### src/rtl/bcd_to_bin_seq.sv
// Sequential packed-BCD to unsigned binary converter (reverse double-dabble).
// One right shift per clock with parallel per-digit correction; start/busy/done handshake.
module bcd_to_bin_seq #(
  parameter int unsigned NDIG  = 4,
  parameter int unsigned BIN_W = 14,
  parameter int unsigned CNT_W = 4
) (
  input  logic                 clk,
  input  logic                 reset_n,
  input  logic                 start,
  input  logic [4*NDIG-1:0]    bcd_in,
  output logic                 busy,
  output logic                 done,
  output logic                 err,
  output logic [BIN_W-1:0]     result
);

  localparam int unsigned BCD_W  = 4 * NDIG;
  localparam int unsigned WORK_W = BCD_W + BIN_W;
  localparam logic [CNT_W-1:0] LAST_SHIFT = CNT_W'(BIN_W - 1);

  typedef enum logic [1:0] {
    IDLE  = 2'd0,
    SHIFT = 2'd1,
    DONE  = 2'd2
  } state_t;

  state_t              state, state_nxt;
  logic [WORK_W-1:0]   work, work_nxt, shifted;
  logic [CNT_W-1:0]    cnt, cnt_nxt;
  logic                busy_nxt, done_nxt, err_nxt;
  logic [BIN_W-1:0]    result_nxt;

  // True when every 4-bit field of the packed BCD word is a decimal digit.
  function automatic logic digits_ok(input logic [BCD_W-1:0] v);
    logic ok;
    ok = 1'b1;
    for (int unsigned k = 0; k < NDIG; k++) begin
      if (v[4*k +: 4] > 4'd9) ok = 1'b0;
    end
    return ok;
  endfunction

  // One reverse double-dabble step: shift right, then pull each digit field >= 8 down by 3.
  always_comb begin
    shifted = work >> 1;
    for (int unsigned k = 0; k < NDIG; k++) begin
      if (shifted[BIN_W + 4*k +: 4] >= 4'd8) begin
        shifted[BIN_W + 4*k +: 4] = shifted[BIN_W + 4*k +: 4] - 4'd3;
      end
    end
  end

  always_ff @(posedge clk or negedge reset_n) begin
    if (!reset_n) begin
      state  <= IDLE;
      work   <= '0;
      cnt    <= '0;
      busy   <= 1'b0;
      done   <= 1'b0;
      err    <= 1'b0;
      result <= '0;
    end else begin
      state  <= state_nxt;
      work   <= work_nxt;
      cnt    <= cnt_nxt;
      busy   <= busy_nxt;
      done   <= done_nxt;
      err    <= err_nxt;
      result <= result_nxt;
    end
  end

  always_comb begin
    state_nxt  = state;
    work_nxt   = work;
    cnt_nxt    = cnt;
    busy_nxt   = busy;
    done_nxt   = 1'b0;
    err_nxt    = err;
    result_nxt = result;

    case (state)
      IDLE, DONE: begin
        state_nxt = IDLE;
        if (start) begin
          if (!digits_ok(bcd_in)) begin
            // Bad digit: report immediately, keep the previous result.
            state_nxt = DONE;
            done_nxt  = 1'b1;
            err_nxt   = 1'b1;
          end else begin
            state_nxt = SHIFT;
            work_nxt  = {bcd_in, BIN_W'(0)};
            cnt_nxt   = '0;
            err_nxt   = 1'b0;
            busy_nxt  = 1'b1;
          end
        end
      end
      SHIFT: begin
        work_nxt = shifted;
        cnt_nxt  = cnt + CNT_W'(1);
        if (cnt == LAST_SHIFT) begin
          result_nxt = shifted[BIN_W-1:0];
          state_nxt  = DONE;
          busy_nxt   = 1'b0;
          done_nxt   = 1'b1;
        end
      end
      default: begin
        state_nxt = IDLE;
        busy_nxt  = 1'b0;
      end
    endcase
  end

endmodule

### config.mk
export PLATFORM = sky130hd
export DESIGN_NAME = bcd_to_bin_seq
export DESIGN_NICKNAME = d
export VERILOG_FILES = /design/src/rtl/bcd_to_bin_seq.sv
export SDC_FILE = /design/constraint.sdc
export NUM_CORES = 1
export LEC_CHECK = 0
export CAP_MARGIN = 20
export CORE_AREA = 2 2 86 88
export CTS_BUF_LIST = sky130_fd_sc_hd__clkbuf_8
export CTS_CLUSTER_DIAMETER = 30
export DETAILED_ROUTE_END_ITERATION = 6
export DIE_AREA = 0 0 88 90
export PLACE_DENSITY = 0.63
export SYNTH_ARGS = -nofsm -noshare
export SYNTH_HDL_FRONTEND = slang
export SYNTH_SLANG_ARGS = --single-unit
### constraint.sdc
create_clock -name clk -period 3.5 [get_ports clk]
set_clock_uncertainty 0.05 [all_clocks]
set_input_delay 0.525 -clock clk [delete_from_list [all_inputs] [get_ports clk]]
set_output_delay 0.525 -clock clk [all_outputs]
set_load 0.005 [all_outputs]
* Word level (Yosys, flattened, before mapping)
Cells that the tools add are included.
** Operators by class
- Add/subtract/negate cells :: 5
- $lt $le $gt $ge :: 8
- Eq/ne operators :: 6
- Mux-type cells :: 28
- Reductions and logical operators :: 7
** Operators with widths (number)
- 30-bit two-way mux :: 2
- 30-bit one-hot mux with 2 select lines :: 1
- 4-bit two-way mux :: 6
- 4-bit > comparator, second input constant :: 4
- 4-bit >= comparator, second input constant :: 3
- 1-bit two-way mux :: 12
- 4-bit by 2-bit subtractor with 4-bit output, second input constant :: 3
- 4-bit one-hot mux with 2 select lines :: 1
- 2-bit two-way mux :: 3
- 2-bit != test, second input constant :: 3
- 3-bit AND reduction :: 2
- 4-bit by 1-bit adder with 4-bit output, second input constant :: 1
- 4-bit == test, second input constant :: 1
- 3-bit by 4-bit >= comparator with 1-bit output, second input constant :: 1
- 1-bit one-hot mux with 2 select lines :: 2
- 2-bit one-hot mux with 2 select lines :: 1
- 2-bit AND reduction :: 2
- 3-bit by 2-bit subtractor with 4-bit output, second input constant :: 1
- 2-bit by 1-bit == test with 1-bit output, second input constant :: 1
- 2-bit == test, second input constant :: 1
- 2-bit zero test :: 1
- 2-bit nonzero test :: 1
- 2-bit OR reduction :: 1
** Storage, ports and cells
- Register bits after elaboration :: 53
- Input bits :: 19
- Logic and storage cells :: 61

* Depth between registers and ports, before layout
Gate-level depths: netlist of the first run.
- Depth after elaboration :: 10
- Depth in mapped cells :: 7

* Worst setup path before layout of the first run
OpenSTA, ideal clock, no wires.
- Path type :: input-to-reg
- Start point :: input bcd_in[13]
- End point :: register work[23]
- Arrival time :: 1.469 ns
- Required time :: 3.324 ns
- Path slack :: 1.855 ns
- Stages on the path :: 6
- Buffers on the path :: 2
- Path through :: o21ai_1 -> and4_1 -> buf_6 -> a21oi_4 -> buf_6 -> a221o_1
** On the way
- Word-level cells in the longest chain between the ends :: 6
** RTL lines
- start: declaration :: RTL line 11 : input logic [4*NDIG-1:0] bcd_in,
- 4-bit > comparator :: RTL line 39 : if (v[4*k +: 4] > 4'd9) ok = 1'b0;
- 1-bit two-way mux :: RTL line 39
- 1-bit two-way mux :: RTL line 86 : if (start) begin
- 1-bit two-way mux :: RTL line 83 : case (state)
- 2-bit != test (no source line)
- 3-bit AND reduction (no source line)
- end signal: assignment :: RTL line 65 : work <= work_nxt;
- end: declaration :: RTL line 29 : logic [WORK_W-1:0] work, work_nxt, shifted;
No other way between the ends. The select of a mux whose other input is x is not followed.
A chain may end at the register's enable or synchronous reset.

* Final worst setup path of the first run
- Start point :: input bcd_in[13]
- End point :: register cnt[0]
** On the way
- Word-level cells in the longest chain between the ends :: 6
** RTL lines
- 4-bit > comparator :: RTL line 39
- 1-bit two-way mux :: RTL line 39
- 1-bit two-way mux :: RTL line 86
- 1-bit two-way mux :: RTL line 83
- 2-bit != test (no source line)
- 3-bit AND reduction (no source line)
- end signal: assignment :: RTL line 66 : cnt <= cnt_nxt;
- end: declaration :: RTL line 30 : logic [CNT_W-1:0] cnt, cnt_nxt;
No other way between the ends. The select of a mux whose other input is x is not followed.

==> out/summary.json, run 1 <==
{
  "r2r_end": {"value": "result[9]$_DFFE_PN0P_"},
  "avgViaCountPerCell": {"value": 4.93},
  "run_status": {"value": "completed"},
  "maxCapViolations": {"value": 0},
  "clock_insertion_delay_worst_skew": {"value": 300, "unit": "ps"},
  "utilization": {"value": 41.1, "unit": "%"},
  "hold_viol_final": {"value": 0},
  "total_power_after_layout": {"value": 0.00175, "unit": "W"},
  "p_sw": {"value": 0.000564, "unit": "W"},
  "setup_viol_count_final": {"value": 0},
  "grt_antenna_before_repair": {"value": 0},
  "rsz0062_at_grt": {"value": "no"},
  "worstReg2RegStart": {"value": "state[1]$_DFFE_PN0P_"},
  "met1_usage": {"value": 19.4, "unit": "%"},
  "ys_ff_latch": {"value": 52},
  "cp_data_arrival_time": {"value": 2380, "unit": "ps"},
  "share_of_final_layout_standard_cells_stronger_than_drive_strength_1": {"value": 9.61, "unit": "%"},
  "clkSlewWorstSetupHoldPaths": {"value": 100, "unit": "ps"},
  "critPathCaptureType": {"value": "flop"},
  "synth_cells": {"value": 195},
  "cellInternalPower": {"value": 0.00119, "unit": "W"},
  "ratio_of_total_power_to_cell_area": {"value": 608, "unit": "nW/µm²"},
  "cts-root-buf": {"value": "sky130_fd_sc_hd__clkbuf_8"},
  "timing_worst_setup_path_type": {"value": "input port to flop"},
  "fp.dieH": {"value": 90, "unit": "µm"},
  "layout-area-overhead-vs-synth": {"value": 21.0, "unit": "%"},
  "cts_setup_buffers": {"value": 0},
  "cts-resized-gates": {"value": 0},
  "timing_worst_slew_pin_value": {"value": 873, "unit": "ps"},
  "fmaxAchievable": {"value": 455, "unit": "MHz"},
  "seqPwrFrac": {"value": 51.9, "unit": "%"},
  "cellLeakagePower": {"value": 1.31, "unit": "nW"},
  "mappedNetlistArea": {"value": 2380, "unit": "µm²"},
  "yosysUniqueCellTypes": {"value": 38},
  "part_of_the_power_in_combinational_logic": {"value": 28.0, "unit": "%"},
  "timing.critical_path.fanout_max": {"value": 23},
  "clkSinkCount": {"value": 52},
  "place_ws": {"value": 981, "unit": "ps"},
  "detail_route_antenna_nets": {"value": 0},
  "synth_nets": {"value": 222},
  "dieArea": {"value": 7920, "unit": "µm²"},
  "gp_routability_congestion": {"value": 0.764},
  "finalSetupTns": {"value": 0, "unit": "ps"},
  "first_global_vias": {"value": 1718},
  "finalCritPeriodShare": {"value": 62.7, "unit": "%"},
  "boundaryPins": {"value": 36},
  "grt_use_met2": {"value": 20.2, "unit": "%"},
  "ir_drop": {"value": 0.267, "unit": "mV"},
  "seq_area_frac_synth": {"value": 54.6, "unit": "%"},
  "switching_share": {"value": 32.1, "unit": "%"},
  "htree_levels": {"value": 2},
  "dp_hpwl": {"value": 3280, "unit": "µm"},
  "tritoncts.num_buffers": {"value": 5},
  "post-synth-top-area-cell": {"value": "sky130_fd_sc_hd__dfrtp_1"},
  "grt_most_used_layer": {"value": "met2"},
  "antenna_cells": {"value": 0},
  "drt-wirelength-per-cell": {"value": 14.9, "unit": "µm"},
  "global_route.overflow_total": {"value": 0},
  "final_critical_path_setup_slack": {"value": 1300, "unit": "ps"},
  "net_count_final": {"value": 255},
  "pin_count_of_the_biggest_net_entering_global_routing": {"value": 40},
  "post_synth.cell_area_avg": {"value": 12.2, "unit": "µm²"},
  "kind_of_path_behind_the_tightest_hold_check": {"value": "input port to async pin"},
  "start_kind": {"value": "input port"},
  "drc": {"value": 0},
  "floorplan.core_area": {"value": 7020, "unit": "µm²"},
  "grtUsageMet3": {"value": 3.31, "unit": "%"},
  "cp_data_required_time": {"value": 3690, "unit": "ps"},
  "layout.cells.most_common_list": {"value": "52 x sky130_fd_sc_hd__dfrtp_1, 34 x sky130_fd_sc_hd__clkdlybuf4s50_1, 14 x sky130_fd_sc_hd__a22o_1, 13 x sky130_fd_sc_hd__nor2_1, 10 x sky130_fd_sc_hd__inv_1"},
  "synth_largest_type_area_fraction": {"value": 54.6, "unit": "%"},
  "hold_buffers": {"value": 0},
  "grt_util_all_layers": {"value": 13.6, "unit": "%"},
  "worst_case_reg_to_reg_path_depth": {"value": 3},
  "chipWidth": {"value": 88, "unit": "µm"},
  "p_clk_share": {"value": 20.1, "unit": "%"},
  "detail_route.first_pass.iterations": {"value": 4},
  "slew_headroom": {"value": 41.8, "unit": "%"},
  "floorplan.initialDensity": {"value": 34.0, "unit": "%"},
  "clock_tree_from_tritoncts": {"value": "yes"},
  "post_synth_main_area_contributors": {"value": "sky130_fd_sc_hd__dfrtp_1 55%, sky130_fd_sc_hd__a22o_1 5.1%, sky130_fd_sc_hd__ha_1 4.2%"},
  "drt_iter0_drc": {"value": 87},
  "finalCriticalPeriod": {"value": 2200, "unit": "ps"},
  "total_vias_in_the_final_route": {"value": 1617},
  "cts.path.max_buffers": {"value": 2},
  "ys.warnings.count": {"value": 0},
  "leading_cell_type_in_the_layout_fill_and_taps_excluded": {"value": "sky130_fd_sc_hd__dfrtp_1"},
  "fp-row-count": {"value": 31},
  "setup.reg_to_reg.worst_slack": {"value": 1320, "unit": "ps"},
  "first_pass_grt_wire_length": {"value": 8510, "unit": "µm"},
  "portBuffers": {"value": 35},
  "routed_wirelength": {"value": 4880, "unit": "µm"},
  "maxSlewViolCount": {"value": 0}
}
[sequential cells by signal, summed over array words and instances, names as in the netlist]
register	cells
done	1
result	14
busy	1
state	2
err	1
cnt	4
work	29
[Yosys cell counts, drive strengths merged]
| library cell | n |
|---|---|
| nand3 | 2 |
| ha | 8 |
| buf | 10 |
| o221a | 1 |
| a221oi | 1 |
| a22o | 14 |
| o21a | 1 |
| and2 | 1 |
| xnor2 | 7 |
| nand2b | 2 |
| mux2i | 3 |
| xor2 | 1 |
| inv | 9 |
| a221o | 6 |
| o32ai | 1 |
| a22oi | 4 |
| o2bb2ai | 1 |
| and4 | 1 |
| a21oi | 6 |
| clkbuf | 2 |
| nor2b | 4 |
| nand2 | 3 |
| and2b | 1 |
| o21ai | 12 |
| a21o | 4 |
| nand4 | 1 |
| nor2 | 14 |
| a31oi | 5 |
| o31a | 2 |
| mux2 | 15 |
| dfrtp | 52 |
| and3 | 1 |
[layer usage]
metal | part of all wire [%] | wire length [µm] | vias up
li1 | - | - | 763
met1 | 47 | 2320 | 816
met2 | 47 | 2300 | 31
met3 | 3.9 | 190 | 7
met4 | 1.5 | 75 | 0
met5 | 0 | 0 | -
[power groups by stage]
| stage | Combinational, W | Sequential (W) | Clock (W) |
|---|---|---|---|
| 2_1_floorplan | 0.000387 | 0.000878 | 0 |
| 3_3_place_gp | 0.000485 | 0.000919 | 0 |
| 3_5_place_dp | 0.000495 | 0.000922 | 0 |
| 4_1_cts | 0.000499 | 0.000911 | 0.000366 |
| 5_1_grt | 0.000567 | 0.000935 | 0.000390 |
| 6_report | 0.000492 | 0.000910 | 0.000352 |
[per-stage QoR]
stage / area (µm²) / hold slack [ps] / cells
floorplan: 2380 / 179 / 195
global placement: 2790 / 423 / 320
detailed placement: 2790 / 428 / 320
CTS: 2890 / 308 / 328
global route: 2890 / 361 / 328
finish: 2890 / 286 / 328
[kinds of logic (layout without fill, tap and decap cells)]
| group | count (synthesis) | count (layout) | share of synthesized area, % |
|---|---|---|---|
| AO/OA/AOI/OAI | 58 | 58 | 18.6 |
| XOR/XNOR | 8 | 8 | 2.94 |
| flip-flops | 52 | 52 | 54.6 |
| adder cells (fa/ha/maj) | 8 | 8 | 4.20 |
| buffers and inverters | 21 | 55 | 4.93 |
| AND/OR/NAND/NOR | 30 | 30 | 6.35 |
| multiplexers | 18 | 18 | 8.35 |
[worst max-delay path by stage]
stage | depth (start not counted) | to | slack, ps | start
final | 5 | cnt[0]$_DFFE_PN0P_ | 1300 | bcd_in[13]
after global routing | 5 | cnt[0]$_DFFE_PN0P_ | 1180 | bcd_in[13]
after floorplan | 6 | work[23]$_DFFE_PN0P_ | 1860 | bcd_in[13]
after global placement | 5 | cnt[0]$_DFFE_PN0P_ | 1050 | bcd_in[15]
after detailed placement | 5 | cnt[0]$_DFFE_PN0P_ | 980 | bcd_in[15]
after CTS | 5 | cnt[0]$_DFFE_PN0P_ | 1300 | bcd_in[13]
[final cells by class]
cell class / instances / area, µm²
inverter: 9 / 33.8
timing repair buffer: 38 / 368
clock inverter: 2 / 11.3
multi-input combinational: 122 / 965
fill: 709 / 4140
clock buffer: 6 / 82.6
sequential: 52 / 1300
tap: 99 / 124
[worst max-delay path, stage by stage]
cell                              delay, ps
sky130_fd_sc_hd__clkdlybuf4s50_1        480
sky130_fd_sc_hd__o21ai_1                120
sky130_fd_sc_hd__and4_1                 350
sky130_fd_sc_hd__a21oi_4                610
sky130_fd_sc_hd__mux2_2                 280
No activity file was read; power rests on OpenSTA's default activity.
==> run 2: changes to the inputs <==
==> constraint.sdc (replaced) <==
create_clock -name clk -period 2.3 [get_ports clk]
set_clock_uncertainty 0.05 [all_clocks]
set_input_delay 0.345 -clock clk [delete_from_list [all_inputs] [get_ports clk]]
set_output_delay 0.345 -clock clk [all_outputs]
set_load 0.005 [all_outputs]
==> out/summary.json, run 2 (synthesis gave the netlist of run 1 again) <==
{
  "holdWs": {"value": 86.9, "unit": "ps", "change": "-199 ps"},
  "antenna_cells": {"value": 0, "change": "unchanged"},
  "floorplan.initialDensity": {"value": 34.0, "unit": "%", "change": "unchanged"},
  "slew_headroom": {"value": 56.5, "unit": "%", "change": "+15 points"},
  "largest_register_ffs": {"value": 29, "change": "unchanged"},
  "finalCriticalPeriod": {"value": 1860, "unit": "ps"},
  "drc": {"value": 0, "change": "unchanged"},
  "first_pass_grt_wire_length": {"value": 8330, "unit": "µm", "change": "-2.2%"},
  "cts-root-buf": {"value": "sky130_fd_sc_hd__clkbuf_8"},
  "hold_buffers": {"value": 0, "change": "unchanged"},
  "routed_wirelength": {"value": 4960, "unit": "µm", "change": "+1.5%"},
  "cellLeakagePower": {"value": 1.35, "unit": "nW", "change": "+2.9%"},
  "floorplan.core_area": {"value": 7020, "unit": "µm²", "change": "unchanged"},
  "setup_viol_count_final": {"value": 0, "change": "unchanged"},
  "rsz0062_at_grt": {"value": "no"},
  "run_status": {"value": "completed"},
  "htree_levels": {"value": 2, "change": "unchanged"},
  "place.detailed.instances": {"value": 327, "change": "+2.2%"},
  "clock_tree_from_tritoncts": {"value": "yes"},
  "finalNonFillerCells": {"value": 335, "change": "+2.1%"},
  "cp_data_arrival_time": {"value": 2010, "unit": "ps", "change": "-370 ps"},
  "chipWidth": {"value": 88, "unit": "µm", "change": "unchanged"},
  "cts.path.max_buffers": {"value": 2, "change": "unchanged"},
  "cts_setup_buffers": {"value": 0, "change": "unchanged"},
  "first_global_vias": {"value": 1655, "change": "-3.7%"},
  "cp_data_required_time": {"value": 2440, "unit": "ps", "change": "-1250 ps"},
  "clkSinkCount": {"value": 52, "change": "unchanged"},
  "global_route.overflow_total": {"value": 0, "change": "unchanged"},
  "fillers": {"value": 686, "change": "-3.2%"},
  "final_cell_area": {"value": 2940, "unit": "µm²", "change": "+2.0%"},
  "cts-resized-gates": {"value": 0, "change": "unchanged"},
  "net_count_final": {"value": 262, "change": "+2.7%"},
  "dp_hpwl": {"value": 3430, "unit": "µm", "change": "+4.4%"},
  "detail_route.first_pass.iterations": {"value": 4, "change": "unchanged"},
  "avgViaCountPerCell": {"value": 4.93, "change": "about the same"},
  "hold_viol_final": {"value": 0, "change": "unchanged"},
  "maxCapViolations": {"value": 0, "change": "unchanged"},
  "timing.critical_path.fanout_max": {"value": 30, "change": "+30%"},
  "fp.dieH": {"value": 90, "unit": "µm", "change": "unchanged"},
  "dieArea": {"value": 7920, "unit": "µm²", "change": "unchanged"},
  "total_vias_in_the_final_route": {"value": 1650, "change": "+2.0%"},
  "kind_of_path_behind_the_tightest_hold_check": {"value": "input port to async pin"},
  "timing_worst_slew_pin_value": {"value": 652, "unit": "ps", "change": "-221 ps"},
  "place_area": {"value": 2840, "unit": "µm²", "change": "+1.9%"},
  "layout-area-overhead-vs-synth": {"value": 23.4, "unit": "%"},
  "gp_routability_congestion": {"value": 0.750, "change": "-1.9%"},
  "finalSetupTns": {"value": 0, "unit": "ps", "change": "unchanged"},
  "drt_iter0_drc": {"value": 69, "change": "-21%"},
  "ratio_of_total_power_to_cell_area": {"value": 924, "unit": "nW/µm²", "change": "+52%"},
  "share_of_final_layout_standard_cells_stronger_than_drive_strength_1": {"value": 12.7, "unit": "%", "change": "+3.1 points"},
  "detail_route_antenna_nets": {"value": 0, "change": "unchanged"},
  "tritoncts.num_buffers": {"value": 5, "change": "unchanged"},
  "grt_antenna_before_repair": {"value": 0, "change": "unchanged"},
  "leading_cell_type_in_the_layout_fill_and_taps_excluded": {"value": "sky130_fd_sc_hd__dfrtp_1"},
  "grt_util_all_layers": {"value": 13.5, "unit": "%", "change": "-0.10 points"},
  "critPathCaptureType": {"value": "flop"},
  "regMostFlops": {"value": "work"},
  "pin_count_of_the_biggest_net_entering_global_routing": {"value": 53, "change": "+33%"},
  "clkSlewWorstSetupHoldPaths": {"value": 110, "unit": "ps", "change": "about the same"},
  "boundaryPins": {"value": 36, "change": "unchanged"},
  "layout_top_registers": {"value": "work (29), result (14), cnt (4)"},
  "clock_insertion_delay_worst_skew": {"value": 310, "unit": "ps", "change": "about the same"},
  "drt-wirelength-per-cell": {"value": 14.8, "unit": "µm", "change": "-0.61%"},
  "fmaxAchievable": {"value": 537, "unit": "MHz"},
  "worst_case_reg_to_reg_path_depth": {"value": 4, "change": "+1"},
  "ir_drop": {"value": 0.365, "unit": "mV", "change": "+37%"},
  "start_kind": {"value": "flop"},
  "timing_worst_setup_path_type": {"value": "flop to flop"},
  "finalCritPeriodShare": {"value": 81.0, "unit": "%"},
  "total_power_after_layout": {"value": 0.00272, "unit": "W", "change": "+55%"},
  "fp-row-count": {"value": 31, "change": "unchanged"},
  "maxSlewViolCount": {"value": 0, "change": "unchanged"},
  "portBuffers": {"value": 35, "change": "unchanged"},
  "layout.cells.most_common_list": {"value": "52 x sky130_fd_sc_hd__dfrtp_1, 34 x sky130_fd_sc_hd__clkdlybuf4s50_1, 14 x sky130_fd_sc_hd__a22o_1, 13 x sky130_fd_sc_hd__nor2_1, 10 x sky130_fd_sc_hd__buf_4"}
}
-- run 2: cell type report --
cell class                 count  area [µm²]  share of cell area, %
clock buffer                   5        68.8                   2.34
clock inverter                 3        28.8                  0.978
inverter                       9        33.8                   1.15
multi-input combinational    122         965                   32.8
sequential                    52        1300                   44.2
tap                           99         124                   4.21
timing repair buffer          45         420                   14.3
-- run 2: through the flow --
| stage | utilization, % | worst slack [ps] |
|---|---|---|
| after global placement | 40.5 | 162 |
| after detailed placement | 40.5 | 154 |
| after CTS | 41.9 | 422 |
| final | 41.9 | 437 |
| after floorplan | - | 687 |
| after global routing | 41.9 | 332 |
-- run 2: path summary, 6_finish.rpt --
path | start | end | slack (ps)
setup reg to reg | state[1]$_DFFE_PN0P_ | result[8]$_DFFE_PN0P_ | 440
hold / removal | reset_n | work[8]$_DFFE_PN0P_ | 90
setup / recovery | state[1]$_DFFE_PN0P_ | result[8]$_DFFE_PN0P_ | 440
min in group clk | result[12]$_DFFE_PN0P_ | result[12]$_DFFE_PN0P_ | 450
hold reg to reg | result[12]$_DFFE_PN0P_ | result[12]$_DFFE_PN0P_ | 450
max in group asynchronous | reset_n | work[29]$_DFFE_PN0P_ | 1680
-- run 2: routing by layer --
metal	vias to the layer above	wire (µm)	track usage [%]	share of wire (%)
met2	36	2220	19.1	45
met5	-	0	0	0
met4	0	105	4.62	2.1
met1	820	2400	19.8	48
li1	784	-	-	-
met3	10	224	3.86	4.5
-- run 2: critical path: stages (launching register included) --
cell and delay (ps):
sky130_fd_sc_hd__dfrtp_1 400, sky130_fd_sc_hd__and2b_4 510, sky130_fd_sc_hd__and2_1 200, sky130_fd_sc_hd__buf_4 240
sky130_fd_sc_hd__mux2_2 360
-- run 2: where the power goes --
group          leakage (nW)  internal (W)  switching [W]  total, W
clock network        0.0511      0.000230       0.000330  0.000560
registers             0.677       0.00114       0.000242   0.00138
logic                 0.622      0.000441       0.000331  0.000772
total                  1.35       0.00181       0.000903   0.00272
==> run 3: changes to the inputs <==
--- a/config.mk
+++ b/config.mk
@@ -11,7 +11,7 @@
 export CTS_CLUSTER_DIAMETER = 30
 export DETAILED_ROUTE_END_ITERATION = 6
 export DIE_AREA = 0 0 88 90
-export PLACE_DENSITY = 0.63
+export PLACE_DENSITY = 0.65
 export SYNTH_ARGS = -nofsm -noshare
 export SYNTH_HDL_FRONTEND = slang
 export SYNTH_SLANG_ARGS = --single-unit
==> constraint.sdc (replaced) <==
create_clock -name clk -period 1.6 [get_ports clk]
set_clock_uncertainty 0.05 [all_clocks]
set_input_delay 0.24 -clock clk [delete_from_list [all_inputs] [get_ports clk]]
set_output_delay 0.24 -clock clk [all_outputs]
set_load 0.005 [all_outputs]
==> out/summary.json, run 3 (synthesis gave the netlist of run 1 again) <==
{
  "run_status": {"value": "completed"},
  "critPathCaptureType": {"value": "flop"},
  "switching_share": {"value": 33.3, "unit": "%", "change": "+0.10 points"},
  "cp_data_required_time": {"value": 1750, "unit": "ps", "change": "-690 ps"},
  "slew_headroom": {"value": 71.4, "unit": "%", "change": "+15 points"},
  "total_power_after_layout": {"value": 0.00405, "unit": "W", "change": "+49%"},
  "dp_hpwl": {"value": 3590, "unit": "µm", "change": "+4.6%"},
  "cell_chain_critical_path": {"value": "inv_1, ha_1, and3_1, and2_4, clkbuf_16, mux2_1"},
  "gp_routability_congestion": {"value": 0.873, "change": "+16%"},
  "maxCapViolations": {"value": 0, "change": "unchanged"},
  "cts-root-buf": {"value": "sky130_fd_sc_hd__clkbuf_8"},
  "cp_data_arrival_time": {"value": 1690, "unit": "ps", "change": "-320 ps"},
  "timing.critical_path.fanout_max": {"value": 8, "change": "-73%"},
  "cellInternalPower": {"value": 0.00270, "unit": "W", "change": "+49%"},
  "route.layer.met1.wl": {"value": 2520, "unit": "µm", "change": "+4.8%"},
  "start_kind": {"value": "flop"},
  "maxSlewViolCount": {"value": 0, "change": "unchanged"},
  "clkSlewWorstSetupHoldPaths": {"value": 110, "unit": "ps", "change": "about the same"},
  "finalNonFillerCells": {"value": 358, "change": "+6.9%"},
  "dieArea": {"value": 7920, "unit": "µm²", "change": "unchanged"},
  "pin_count_of_the_biggest_net_entering_global_routing": {"value": 27, "change": "-49%"},
  "rsz0062_at_grt": {"value": "yes"},
  "dr_wl_met3": {"value": 366, "unit": "µm", "change": "+63%"},
  "cp_max_stage_delay": {"value": 390, "unit": "ps", "change": "-120 ps"},
  "place.detailed.instances": {"value": 347, "change": "+6.1%"},
  "detail_route.first_pass.iterations": {"value": 4, "change": "unchanged"},
  "layout.cells.most_common_list": {"value": "52 x sky130_fd_sc_hd__dfrtp_1, 34 x sky130_fd_sc_hd__clkdlybuf4s50_1, 26 x sky130_fd_sc_hd__buf_4, 14 x sky130_fd_sc_hd__a22o_1, 13 x sky130_fd_sc_hd__nor2_1"},
  "detail_route_antenna_nets": {"value": 0, "change": "unchanged"},
  "avgViaCountPerCell": {"value": 4.94, "change": "+0.32%"},
  "total_vias_in_the_final_route": {"value": 1769, "change": "+7.2%"},
  "holdWs": {"value": 338, "unit": "ps", "change": "+251 ps"},
  "antenna_cells": {"value": 0, "change": "unchanged"},
  "crit_path_leading_delay_family": {"value": "flip-flops"},
  "portBuffers": {"value": 35, "change": "unchanged"},
  "global_route.overflow_total": {"value": 0, "change": "unchanged"},
  "part_of_the_power_in_combinational_logic": {"value": 30.7, "unit": "%", "change": "+2.3 points"},
  "cellLeakagePower": {"value": 1.48, "unit": "nW", "change": "+10%"},
  "cts_setup_buffers": {"value": 0, "change": "unchanged"},
  "floorplan.core_area": {"value": 7020, "unit": "µm²", "change": "unchanged"},
  "net_count_final": {"value": 285, "change": "+8.8%"},
  "regMostFlops": {"value": "work"},
  "ratio_of_total_power_to_cell_area": {"value": 1260, "unit": "nW/µm²", "change": "+37%"},
  "drt-wirelength-per-cell": {"value": 14.7, "unit": "µm", "change": "-0.44%"},
  "grt_antenna_before_repair": {"value": 0, "change": "unchanged"},
  "ir_drop": {"value": 0.520, "unit": "mV", "change": "+42%"},
  "cts.path.max_buffers": {"value": 2, "change": "unchanged"},
  "drt_iter0_drc": {"value": 110, "change": "+59%"},
  "clkSinkCount": {"value": 52, "change": "unchanged"},
  "layout-area-overhead-vs-synth": {"value": 34.3, "unit": "%"},
  "routed_wirelength": {"value": 5270, "unit": "µm", "change": "+6.4%"},
  "seqPwrFrac": {"value": 49.1, "unit": "%", "change": "-1.9 points"},
  "worst_path_max_delay_cell": {"value": "sky130_fd_sc_hd__dfrtp_1"},
  "first_pass_grt_wire_length": {"value": 8360, "unit": "µm", "change": "+0.32%"},
  "boundaryPins": {"value": 36, "change": "unchanged"},
  "p_clk_share": {"value": 20.3, "unit": "%", "change": "-0.3 points"},
  "p_sw": {"value": 0.00135, "unit": "W", "change": "+49%"},
  "place_ws": {"value": -331, "unit": "ps", "change": "-485 ps"},
  "first_global_vias": {"value": 1690, "change": "+2.1%"},
  "routed.top_layer": {"value": "met4"},
  "final_critical_path_setup_slack": {"value": 62.3, "unit": "ps", "change": "-375 ps"},
  "finalCritPeriodShare": {"value": 96.1, "unit": "%", "change": "+15 points"},
  "fillers": {"value": 664, "change": "-3.2%"},
  "largest_register_ffs": {"value": 29, "change": "unchanged"},
  "fp-row-count": {"value": 31, "change": "unchanged"},
  "clock_tree_from_tritoncts": {"value": "yes"},
  "leading_cell_type_in_the_layout_fill_and_taps_excluded": {"value": "sky130_fd_sc_hd__dfrtp_1"},
  "drc": {"value": 0, "change": "unchanged"},
  "timing_worst_setup_path_type": {"value": "flop to flop"},
  "fmaxAchievable": {"value": 650, "unit": "MHz", "change": "+21%"},
  "setup_viol_count_final": {"value": 0, "change": "unchanged"},
  "finalSetupTns": {"value": 0, "unit": "ps", "change": "unchanged"},
  "share_of_final_layout_standard_cells_stronger_than_drive_strength_1": {"value": 22.0, "unit": "%", "change": "+9.3 points"},
  "tritoncts.num_buffers": {"value": 5, "change": "unchanged"},
  "kind_of_path_behind_the_tightest_hold_check": {"value": "input port to async pin"},
  "clock_insertion_delay_worst_skew": {"value": 310, "unit": "ps", "change": "about the same"},
  "finalCriticalPeriod": {"value": 1540, "unit": "ps", "change": "-325 ps"},
  "layout_top_registers": {"value": "work (29), result (14), cnt (4)"},
  "critical_path.n_buffers_inverters": {"value": 2, "change": "+1"},
  "htree_levels": {"value": 2, "change": "unchanged"},
  "fp.dieH": {"value": 90, "unit": "µm", "change": "unchanged"},
  "floorplan.initialDensity": {"value": 34.0, "unit": "%", "change": "unchanged"},
  "hold_viol_final": {"value": 0, "change": "unchanged"},
  "met2_wirelength": {"value": 2330, "unit": "µm", "change": "+5.0%"},
  "timing_worst_slew_pin_value": {"value": 430, "unit": "ps", "change": "-222 ps"},
  "grt_util_all_layers": {"value": 13.3, "unit": "%", "change": "-0.20 points"},
  "chipWidth": {"value": 88, "unit": "µm", "change": "unchanged"}
}
run 3: changes by cell type in the layout (fill, tap and decap cells not counted), moves of 3 or more:
cell                      change
sky130_fd_sc_hd__buf_12       +4
sky130_fd_sc_hd__buf_4       +16
sky130_fd_sc_hd__o21ai_1      -3
sky130_fd_sc_hd__o21ai_2      +3
run 3: what timing repair did:
item,CTS,global route
endpoints found under the hold margin,17,0
gates resized for setup,0,6
cloned,0,2
hold buffers,1,0
pin swaps,1,2
setup endpoints to repair,5,30
run 3: path summary, 6_finish.rpt:
check,start,endpoint,slack (ps),cells past startpoint
hold / removal,reset_n,result[11]$_DFFE_PN0P_,340,2
min in group clk,result[3]$_DFFE_PN0P_,result[3]$_DFFE_PN0P_,450,1
max in group asynchronous,reset_n,result[0]$_DFFE_PN0P_,680,3
setup / recovery,cnt[1]$_DFFE_PN0P_,result[2]$_DFFE_PN0P_,60,6
hold reg to reg,result[3]$_DFFE_PN0P_,result[3]$_DFFE_PN0P_,450,1
setup reg to reg,cnt[1]$_DFFE_PN0P_,result[2]$_DFFE_PN0P_,60,6
run 3: power groups by stage:
| stage | registers (W) | logic (W) | clock network, W |
|---|---|---|---|
| floorplan | 0.00192 | 0.000846 | 0 |
| global placement | 0.00200 | 0.00119 | 0 |
| detailed placement | 0.00200 | 0.00124 | 0 |
| CTS | 0.00198 | 0.00125 | 0.000840 |
| global route | 0.00204 | 0.00138 | 0.000905 |
| finish | 0.00199 | 0.00124 | 0.000820 |
run 3: area by class of cell:
type	instances	area, µm²	share of cell area, %
multi-input cells	123	990	30.9
flip-flops and latches	52	1300	40.6
repair buffers	67	656	20.5
well taps	99	124	3.87
inverters	9	33.8	1.06
clock buffers	5	68.8	2.15
clock inverters	3	28.8	0.899
run 3: worst reg2reg max path, cell delays in order (launching register included):
cell                        delay (ps)
sky130_fd_sc_hd__dfrtp_1           390
sky130_fd_sc_hd__inv_1              60
sky130_fd_sc_hd__ha_1              130
sky130_fd_sc_hd__and3_1            160
sky130_fd_sc_hd__and2_4            180
sky130_fd_sc_hd__clkbuf_16         150
sky130_fd_sc_hd__mux2_1            320
run 3: metrics by stage:
step | util (%) | area, µm²
after floorplan | - | 2390
after global placement | 43.4 | 3040
after detailed placement | 43.4 | 3040
after CTS | 44.9 | 3150
after global routing | 45.6 | 3200
final | 45.6 | 3200
run 3: layer usage:
metal  up-vias  global-route usage (%)
li1        826                       -
met1       883                    19.3
met2        54                    19.4
met3         6                    3.95
met4         0                    3.46
met5         -                       0
